## src/rtl/soc_pkg.sv

```systemverilog
// Shared definitions for the IMEM reload sequencer: FSM state encoding and the
// frame start marker.
package soc_pkg;

  typedef enum logic [2:0] {
    LDR_IDLE  = 3'd0,
    LDR_LEN0  = 3'd1,
    LDR_LEN1  = 3'd2,
    LDR_DATA  = 3'd3,
    LDR_WRITE = 3'd4,
    LDR_CSUM  = 3'd5,
    LDR_DONE  = 3'd6
  } imem_ldr_state_t;

  localparam logic [7:0] IMEM_LDR_SYNC = 8'hA5;

endpackage

```

## src/rtl/imem_loader.sv

```systemverilog
// Reloads CPU instruction memory from a byte stream: holds the CPU in reset,
// packs little-endian words, writes them to IMEM, checks the sum, releases the CPU.
module imem_loader
  import soc_pkg::*;
#(
  parameter logic [31:0] ADDR_BASE      = 32'h0000_0000,
  parameter int unsigned NUM_WORDS_IMEM = 8192,
  parameter int unsigned TIMEOUT_CYC    = 1_000_000
) (
  input  logic            clk,
  input  logic            rst,
  input  logic            rx_vld,
  output logic            rx_rdy,
  input  logic [7:0]      rx_dat,
  output logic            imem_cpu_rstn,
  output logic            imem_we,
  output logic [29:0]     imem_waddr,
  output logic [31:0]     imem_wdat,
  output logic            busy,
  output logic            err,
  output imem_ldr_state_t state
);

  localparam int TW = $clog2(TIMEOUT_CYC + 1);

  // Handshake: a byte transfers on a rising edge where rx_vld & rx_rdy are both
  // high; rx_dat must be stable while rx_vld is high and rx_rdy is low.

  imem_ldr_state_t state_q, state_d;
  logic            rdy_q;
  logic            err_q, busy_q, rstn_q;
  logic [7:0]      len_lo;
  logic [15:0]     len;
  logic [15:0]     len_in;
  logic [15:0]     word_idx;
  logic [1:0]      byte_cnt;
  logic [31:0]     buffer;
  logic [7:0]      csum;
  logic [29:0]     waddr_q;
  logic [TW-1:0]   tcnt;
  logic            accept;
  logic            timeout;
  logic            fail;

  assign accept        = rx_vld & rx_rdy;
  assign len_in        = {rx_dat, len_lo};
  assign rx_rdy        = rdy_q;
  assign imem_cpu_rstn = rstn_q;
  assign busy          = busy_q;
  assign err           = err_q;
  assign imem_we       = (state_q == LDR_WRITE);
  assign imem_waddr    = waddr_q;
  assign imem_wdat     = buffer;
  assign state         = state_q;

  always_comb begin
    state_d = state_q;
    timeout = 1'b0;
    fail    = 1'b0;
    case (state_q)
      LDR_IDLE:  if (accept && rx_dat == IMEM_LDR_SYNC) state_d = LDR_LEN0;
      LDR_LEN0:  if (accept) state_d = LDR_LEN1;
      LDR_LEN1: begin
        if (accept) begin
          if (len_in == 16'd0)                           state_d = LDR_CSUM;
          else if ({16'd0, len_in} > 32'(NUM_WORDS_IMEM)) state_d = LDR_IDLE;
          else                                           state_d = LDR_DATA;
        end
      end
      LDR_DATA:  if (accept && byte_cnt == 2'd3) state_d = LDR_WRITE;
      LDR_WRITE: state_d = (word_idx == len - 16'd1) ? LDR_CSUM : LDR_DATA;
      LDR_CSUM:  if (accept) state_d = (rx_dat == csum) ? LDR_DONE : LDR_IDLE;
      LDR_DONE:  state_d = LDR_IDLE;
      default:   state_d = LDR_IDLE;
    endcase
    // The idle window closes on the cycle that would make it TIMEOUT_CYC long.
    if (state_q != LDR_IDLE && !accept && tcnt == TW'(TIMEOUT_CYC - 1)) begin
      timeout = 1'b1;
      state_d = LDR_IDLE;
    end
    // Any return to IDLE other than through DONE is an aborted frame.
    fail = (state_d == LDR_IDLE) && (state_q != LDR_IDLE) && (state_q != LDR_DONE);
  end

  always_ff @(posedge clk) begin
    if (rst) begin
      state_q <= LDR_IDLE;
    end else begin
      state_q <= state_d;
    end
  end

  always_ff @(posedge clk) begin
    if (rst) begin
      rdy_q    <= 1'b0;
      err_q    <= 1'b0;
      busy_q   <= 1'b0;
      rstn_q   <= 1'b1;
      len_lo   <= '0;
      len      <= '0;
      word_idx <= '0;
      byte_cnt <= '0;
      buffer   <= '0;
      csum     <= '0;
      waddr_q  <= ADDR_BASE[31:2];
      tcnt     <= '0;
    end else begin
      // Registered so it is low exactly while the write cycle is occupying the FSM.
      rdy_q <= (state_d != LDR_WRITE);
      tcnt  <= (state_q == LDR_IDLE || accept || timeout) ? '0 : tcnt + TW'(1);
      case (state_q)
        LDR_IDLE: begin
          if (accept && rx_dat == IMEM_LDR_SYNC) begin
            err_q    <= 1'b0;
            busy_q   <= 1'b1;
            rstn_q   <= 1'b0;
            word_idx <= '0;
            byte_cnt <= '0;
            csum     <= '0;
            waddr_q  <= ADDR_BASE[31:2];
          end
        end
        LDR_LEN0: if (accept) len_lo <= rx_dat;
        LDR_LEN1: if (accept) len <= len_in;
        LDR_DATA: begin
          if (accept) begin
            buffer   <= {rx_dat, buffer[31:8]};
            byte_cnt <= byte_cnt + 2'd1;
            csum     <= csum + rx_dat;
          end
        end
        LDR_WRITE: begin
          word_idx <= word_idx + 16'd1;
          waddr_q  <= waddr_q + 30'd1;
        end
        LDR_DONE: begin
          rstn_q <= 1'b1;
          busy_q <= 1'b0;
        end
        default: ;
      endcase
      if (fail) begin
        err_q  <= 1'b1;
        busy_q <= 1'b0;
      end
    end
  end

endmodule
```

## config.mk

```make
export PLATFORM = sky130hd
export DESIGN_NAME = imem_loader
export DESIGN_NICKNAME = d
export VERILOG_FILES = /design/src/rtl/soc_pkg.sv /design/src/rtl/imem_loader.sv
export SDC_FILE = /design/constraint.sdc
export NUM_CORES = 1
export LEC_CHECK = 0
export ABC_AREA = 1
export BUFFER_PORTS_ARGS = -buffer_cell sky130_fd_sc_hd__buf_4
export CAP_MARGIN = 20
export CORE_MARGIN = 8
export CORE_UTILIZATION = 55
export DETAILED_ROUTE_END_ITERATION = 8
export HOLD_SLACK_MARGIN = 0.06
export PLACE_DENSITY = 0.8
export SYNTH_ARGS = -nofsm -noshare
export SYNTH_HDL_FRONTEND = slang
export SYNTH_SLANG_ARGS = --single-unit
```

## constraint.sdc

```tcl
create_clock -name clk -period 4.4 [get_ports clk]
set_input_delay 0.44 -clock clk [delete_from_list [all_inputs] [get_ports clk]]
set_output_delay 0.44 -clock clk [all_outputs]
set_load 0.005 [all_outputs]
```

# Word-level counts from Yosys, hierarchy flattened
# Cells that the tools add are included.
# Widths: inputs -> output; s select.
dict set report word_totals {
  input_bits 11
  register_bits 139
  output_inout_bits 70
  word_cells 91
}
dict set report op_classes {
  n_eq_ne 15
  mux 28
  bitwise 1
  magnitude_cmp 1
  reduce_logical 27
  addsub 6
}
# operator n
set op_table {}
lappend op_table {{$pmux 30 s2} 1}
lappend op_table {{$pmux 16 s2} 1}
lappend op_table {{$add 30x1->30 const B} 1}
lappend op_table {{$mux 30} 1}
lappend op_table {{$mux 3} 9}
lappend op_table {{$add 20x1->20 const B} 1}
lappend op_table {{$eq 20x20->1 const B} 1}
lappend op_table {{$pmux 3 s6} 1}
lappend op_table {{$add 16x1->16 const B} 1}
lappend op_table {{$eq 16x16->1} 1}
lappend op_table {{$gt 16x14->1 const B} 1}
lappend op_table {{$logic_not 16->1} 1}
lappend op_table {{$mux 16} 1}
lappend op_table {{$mux 8} 2}
lappend op_table {{$pmux 8 s2} 1}
lappend op_table {{$sub 16x1->16 const B} 1}
lappend op_table {{$reduce_and 2->1} 6}
lappend op_table {{$reduce_bool 2->1} 5}
lappend op_table {{$eq 3x3->1 const B} 3}
lappend op_table {{$add 8x8->8} 1}
lappend op_table {{$eq 8x8->1} 1}
lappend op_table {{$eq 8x8->1 const B} 1}
lappend op_table {{$eq 3x2->1 const B} 2}
lappend op_table {{$logic_and 1x1->1} 6}
lappend op_table {{other kinds (17)} 28}

# Logic depth before layout (Yosys ltp)
dict set report logic_depth {
  ltp_word 11
  depth_mapped 18
  mapped_depth_nobuf 18
}

# Worst setup path after synthesis
# OpenSTA, ideal clock, no wires.
dict set report synth_timing {
  path_type {input -> register}
  start {in rx_dat[2]}
  end {reg csum[7]}
  cell_stages 13
  t_required_ns 4.329
  path_buffers 0
  path_slack_ns 2.536
  setup_time_ns 0.071
  arrival_time_ns 1.793
  path_cell_list {ha_1 a21oi_1 nand2_1 nand2_1 nand2_1 a21oi_1 nor2_1 nor2_1 nor2_1 nor2_1 xnor2_1 nand2_1 a21oi_1}
}
dict set report synth_via {
  elab_chain_cells 4
  word_cells_on_any_way 7
  classes_between {1 x add/sub; 2 x eq/ne; 2 x mux; 2 x reduce/logical}
}
# element line_no
set synth_lines {}
lappend synth_lines {{start, declared} imem_loader.sv:14} ;# input logic [7:0] rx_dat,
lappend synth_lines {{parallel branches: the longest is 4 deep, another holds $add 8x8->8} -}
lappend synth_lines {{end signal, assigned} imem_loader.sv:129} ;# csum <= csum + rx_dat;
lappend synth_lines {{end, declared} imem_loader.sv:38} ;# logic [7:0] csum;
# Parallel ways; which one is timed is not known. The select of a mux whose other input is x is not followed.
# A chain may end at the register's enable or synchronous reset.

# Worst setup path in the final report
dict set report layout_timing {
  start {reg rdy_q (netlist: rx_rdy)}
  end {reg busy_q (netlist: busy)}
}
dict set report layout_via {
  elab_chain_cells 9
  word_cells_on_any_way 19
  classes_between {1 x eq/ne; 7 x mux; 1 x bitwise; 10 x reduce/logical}
}
# element line_no
set layout_lines {}
lappend layout_lines {{start, declared} imem_loader.sv:30} ;# logic rdy_q;
lappend layout_lines {{start signal, assigned} imem_loader.sv:109} ;# rdy_q <= (state_d != LDR_WRITE);
lappend layout_lines {{$and 1x1->1 (*)} imem_loader.sv:45} ;# assign accept = rx_vld & rx_rdy;
lappend layout_lines {{$logic_and 1x1->1, or another cell as far along} imem_loader.sv:70} ;# LDR_DATA: if (accept && byte_cnt == 2'd3) state_d = LDR_WRITE;
lappend layout_lines {{$mux 3, or another cell as far along} imem_loader.sv:70}
lappend layout_lines {{$pmux 3 s6 or $logic_and 1x1->1 (tied branches)} {imem_loader.sv:60, imem_loader.sv:77}}
lappend layout_lines {{$mux 3} imem_loader.sv:77} ;# if (state_q != LDR_IDLE && !accept && tcnt == TW'(TIMEOUT_CYC - 1)) begin
lappend layout_lines {{$logic_not 3->1} imem_loader.sv:82} ;# fail = (state_d == LDR_IDLE) && (state_q != LDR_IDLE) && (state_q != LDR_DONE);
lappend layout_lines {{$logic_and 1x1->1 (2 in series)} imem_loader.sv:82}
lappend layout_lines {{$reduce_or 2->1 (no line)} -}
lappend layout_lines {{end signal, assigned} imem_loader.sv:97} ;# busy_q <= 1'b0;
lappend layout_lines {{end signal, assigned} imem_loader.sv:115} ;# busy_q <= 1'b1;
lappend layout_lines {{end signal, assigned} imem_loader.sv:138} ;# busy_q <= 1'b0;
lappend layout_lines {{end, declared} imem_loader.sv:31} ;# logic err_q, busy_q, rstn_q;
# Every way passes the cells marked *; elsewhere a longest branch is shown, timed or not.

==> metrics.txt <==
setup violators final 0; max-slew violation count 0; met3 Use GR 5.21%; largest fanout on the critical path 22; Iteration-0 DRC Markers between 600 and 700; share of cells above drive strength 1 14.6%; sequential-to-total area share from yosys stat about two fifths; CTS max path bufs 2; die height 129 um; peak supply drop approximately 0.27 mV; final WL 17.5 mm; CTS tree done; EDFF count, synth 0; P_leak around 3.5 nW; Reg power frac a little under half; Worst Path Arrival ~2700 ps; setup bufs post-CTS 0; post_cts resized 0; CTS sink cnt 139; Tcrit/Tclk final around 54%; crit path launch type flop; status finished, final reports clean; worst slew pin tran around 910 ps; Mapped Nets around 1k; Starting Density between 50% and 60%; largest family of logic cells by synthesized area simple AND/OR/NAND/NOR gates; Final min period around 2400 ps; Setup WS pre-CTS roughly 1800 ps; wire per inst 14.0 um; IO Pins between 80 and 90; Sw Ratio between 20% and 30%; drc violations 0; post-synthesis mux area share 0%; PwrDens 333 mW/mm2; Psw roughly 600 uW; XOR/XNOR Fraction of Synth Area about 2.6%; die width between 100 and 150 um; #FFs+latches synth between 100 and 150; Post-CTS Hold Buffers 0; Critical Path Sink Type flop; final setup margin ~2000 ps; cell taking the most area after synthesis dfxtp_1; WP data required 4720 ps; worst skew pair latency ~430 ps; row cnt 41; largest cells by area after synthesis dfxtp_1, nand2_1, nor2_1; critical path class flop to flop; first-pass GRT wire length about 30 mm; GR Util met2 between 30% and 40%; port bufs 80; Clk pwr share approximately 52%; Root Buffer clkbuf_16; highest clock rate 419 MHz; Top FF cell, synth dfxtp_1; met1 Use GR a little over a quarter; Total Neg Setup Slack 0 ps; router iterations before antenna repair 5; adder-cell share of the synthesized area 2.44%; hpwl dp ~12 mm; final net count between 1k and 1.5k; Syn. warnings 0; asr flop ratio synth 0%; Max Cap Violations 0; clock slew at reported path FFs around 60 ps; Pint 2.15 mW; vias per cell 5.33; RSZ-0062 raised after global routing false; Post-Synthesis Cells ~1,000; number of antenna violations at the first check in global routing 0; Synth Area in Compound Gates approximately 17%; area delta synth->final 18.8%; antenna-violating nets left 0; mapped cell area between 0.006 and 0.007 mm2; Max-Slew Margin vs Limit between 30% and 40%; Total Power approximately 2.8 mW; Hold Fails Final Rpt 0; Tot GR Track Use about 22%; mean post-synth cell area between 6 and 7 um2; Fin Clk Skew ~8.3 ps; Logic pwr share ~2%; DIE AREA roughly 0.017 mm2; largest net degree at the start of global routing between 70 and 80; routability cong. slightly below 0.9; Antenna diodes 0; Core Footprint between 0.01 and 0.015 mm2; total gr overflow 0; top-area cell type share of the netlist area between 30% and 40%; vias in the first global route roughly 6.3k; simple-gate share of the synthesized area 30.8%; Final Hold Slack 319 ps; TritonCTS Buffers 17; CTS H-Tree Depth 4; Filler cells about 1.2k; Vias 6,663; Hold/Removal Path Class input pin to flop; busiest grt layer met2; Cell variety after synth 46
-- per-stage QoR --
step | cells | area (um2) | util, %
2_1_floorplan | 997 | 6980 | -
3_3_place_gp | 1219 | 7690 | 61.4
3_5_place_dp | 1219 | 7690 | 61.4
4_1_cts | 1251 | 8280 | 66.2
5_1_grt | 1251 | 8280 | 66.2
6_report | 1251 | 8280 | 66.2
-- worst max-delay path: stages, from the launching register on --
cell and delay [ps]:
dfxtp_1 310, nand2_1 220, inv_1 160, nand2_1 470, inv_1 320, nand3_1 170
nand2_1 60, a21oi_1 110, nand2_1 90, a21oi_1 140, nand2_1 100, nand2_1 60
nor2_1 50
-- cell usage in the layout (no fill, tap or decap), types with 2 or more instances in the layout --
| master | instances |
|---|---|
| buf_4 | 85 |
| clkbuf_8 | 2 |
| nand4_1 | 16 |
| o21ai_1 | 4 |
| o22ai_1 | 3 |
| o211ai_1 | 3 |
| o21ai_0 | 75 |
| nor3_4 | 3 |
| or2_0 | 3 |
| xor2_1 | 12 |
| nand3b_1 | 7 |
| a31oi_1 | 2 |
| nor2_1 | 155 |
| nor4_1 | 7 |
| nand3_1 | 40 |
| inv_6 | 4 |
| or2_2 | 5 |
| inv_1 | 92 |
| a221oi_1 | 6 |
| nand2_1 | 195 |
| nand2_2 | 3 |
| bufinv_16 | 2 |
| clkinv_4 | 3 |
| nor2_2 | 6 |
| ha_1 | 12 |
| nand3_2 | 6 |
| nor3_1 | 19 |
| dfxtp_1 | 139 |
| nor2_4 | 2 |
| o21bai_1 | 2 |
| a211oi_1 | 11 |
| clkbuf_1 | 2 |
| nor3_2 | 5 |
| inv_2 | 9 |
| a22oi_1 | 2 |
| xnor2_1 | 9 |
| clkbuf_16 | 17 |
| o21a_1 | 6 |
| a21oi_1 | 91 |
| a21o_1 | 2 |
-- state kept, by name (all words and copies together) (netlist names), 2 cells and up --
signal      flops
state           3
imem_wdat      32
byte_cnt        2
word_idx       16
len_lo          8
tcnt           20
len            16
imem_waddr     30
csum            8
-- final timing paths --
check / slack, ps / depth (start not counted) / to / startpoint
worst max-delay path: 2010 / 12 / busy / rx_rdy
worst min-delay path: 320 / 3 / imem_wdat[26] / rx_dat[2]
worst max register to register: 2010 / 12 / busy / rx_rdy
worst min register to register: 470 / 2 / tcnt[17] / tcnt[17]
-- area by class of cell --
type / instances / area [um2] / area share, %
multi-input combinational: 721 / 3670 / 44.3
sequential: 139 / 2780 / 33.6
timing repair buffer: 85 / 638 / 7.70
clock buffer: 21 / 460 / 5.56
inverter: 102 / 383 / 4.62
tap: 172 / 215 / 2.60
clock inverter: 11 / 134 / 1.62
-- synth_stat cells, drive strengths merged (9+ instances only) --
cell and number:
nor2 163, buf 12, nand4 16, clkbuf 23
o21ai 79, a211oi 11, inv 101, ha 12
nor3 27, xor2 12, nand3 46, a21oi 92
xnor2 9, nand2 198, dfxtp 139
-- cell families after synthesis --
family	count (synthesis)
fa+ha+maj	13
xor+xnor	21
simple gates	476
buf+inv	137
compound gates	211
flops	139
-- routing by layer --
metal	part of all wire [%]	vias up
met2	48	195
met4	2.2	0
met1	44	3008
met3	5.9	33
li1	-	3427
met5	0	-
-- power by group through the flow --
stage | clock network (mW) | logic [mW] | registers (mW)
CTS | 1.45 | 0.0558 | 1.26
floorplan | 0 | 0.0330 | 1.29
detailed placement | 0 | 0.0555 | 1.29
global route | 1.51 | 0.0622 | 1.26
finish | 1.44 | 0.0559 | 1.26
global placement | 0 | 0.0549 | 1.29
Power figures use the tool's default switching activity.
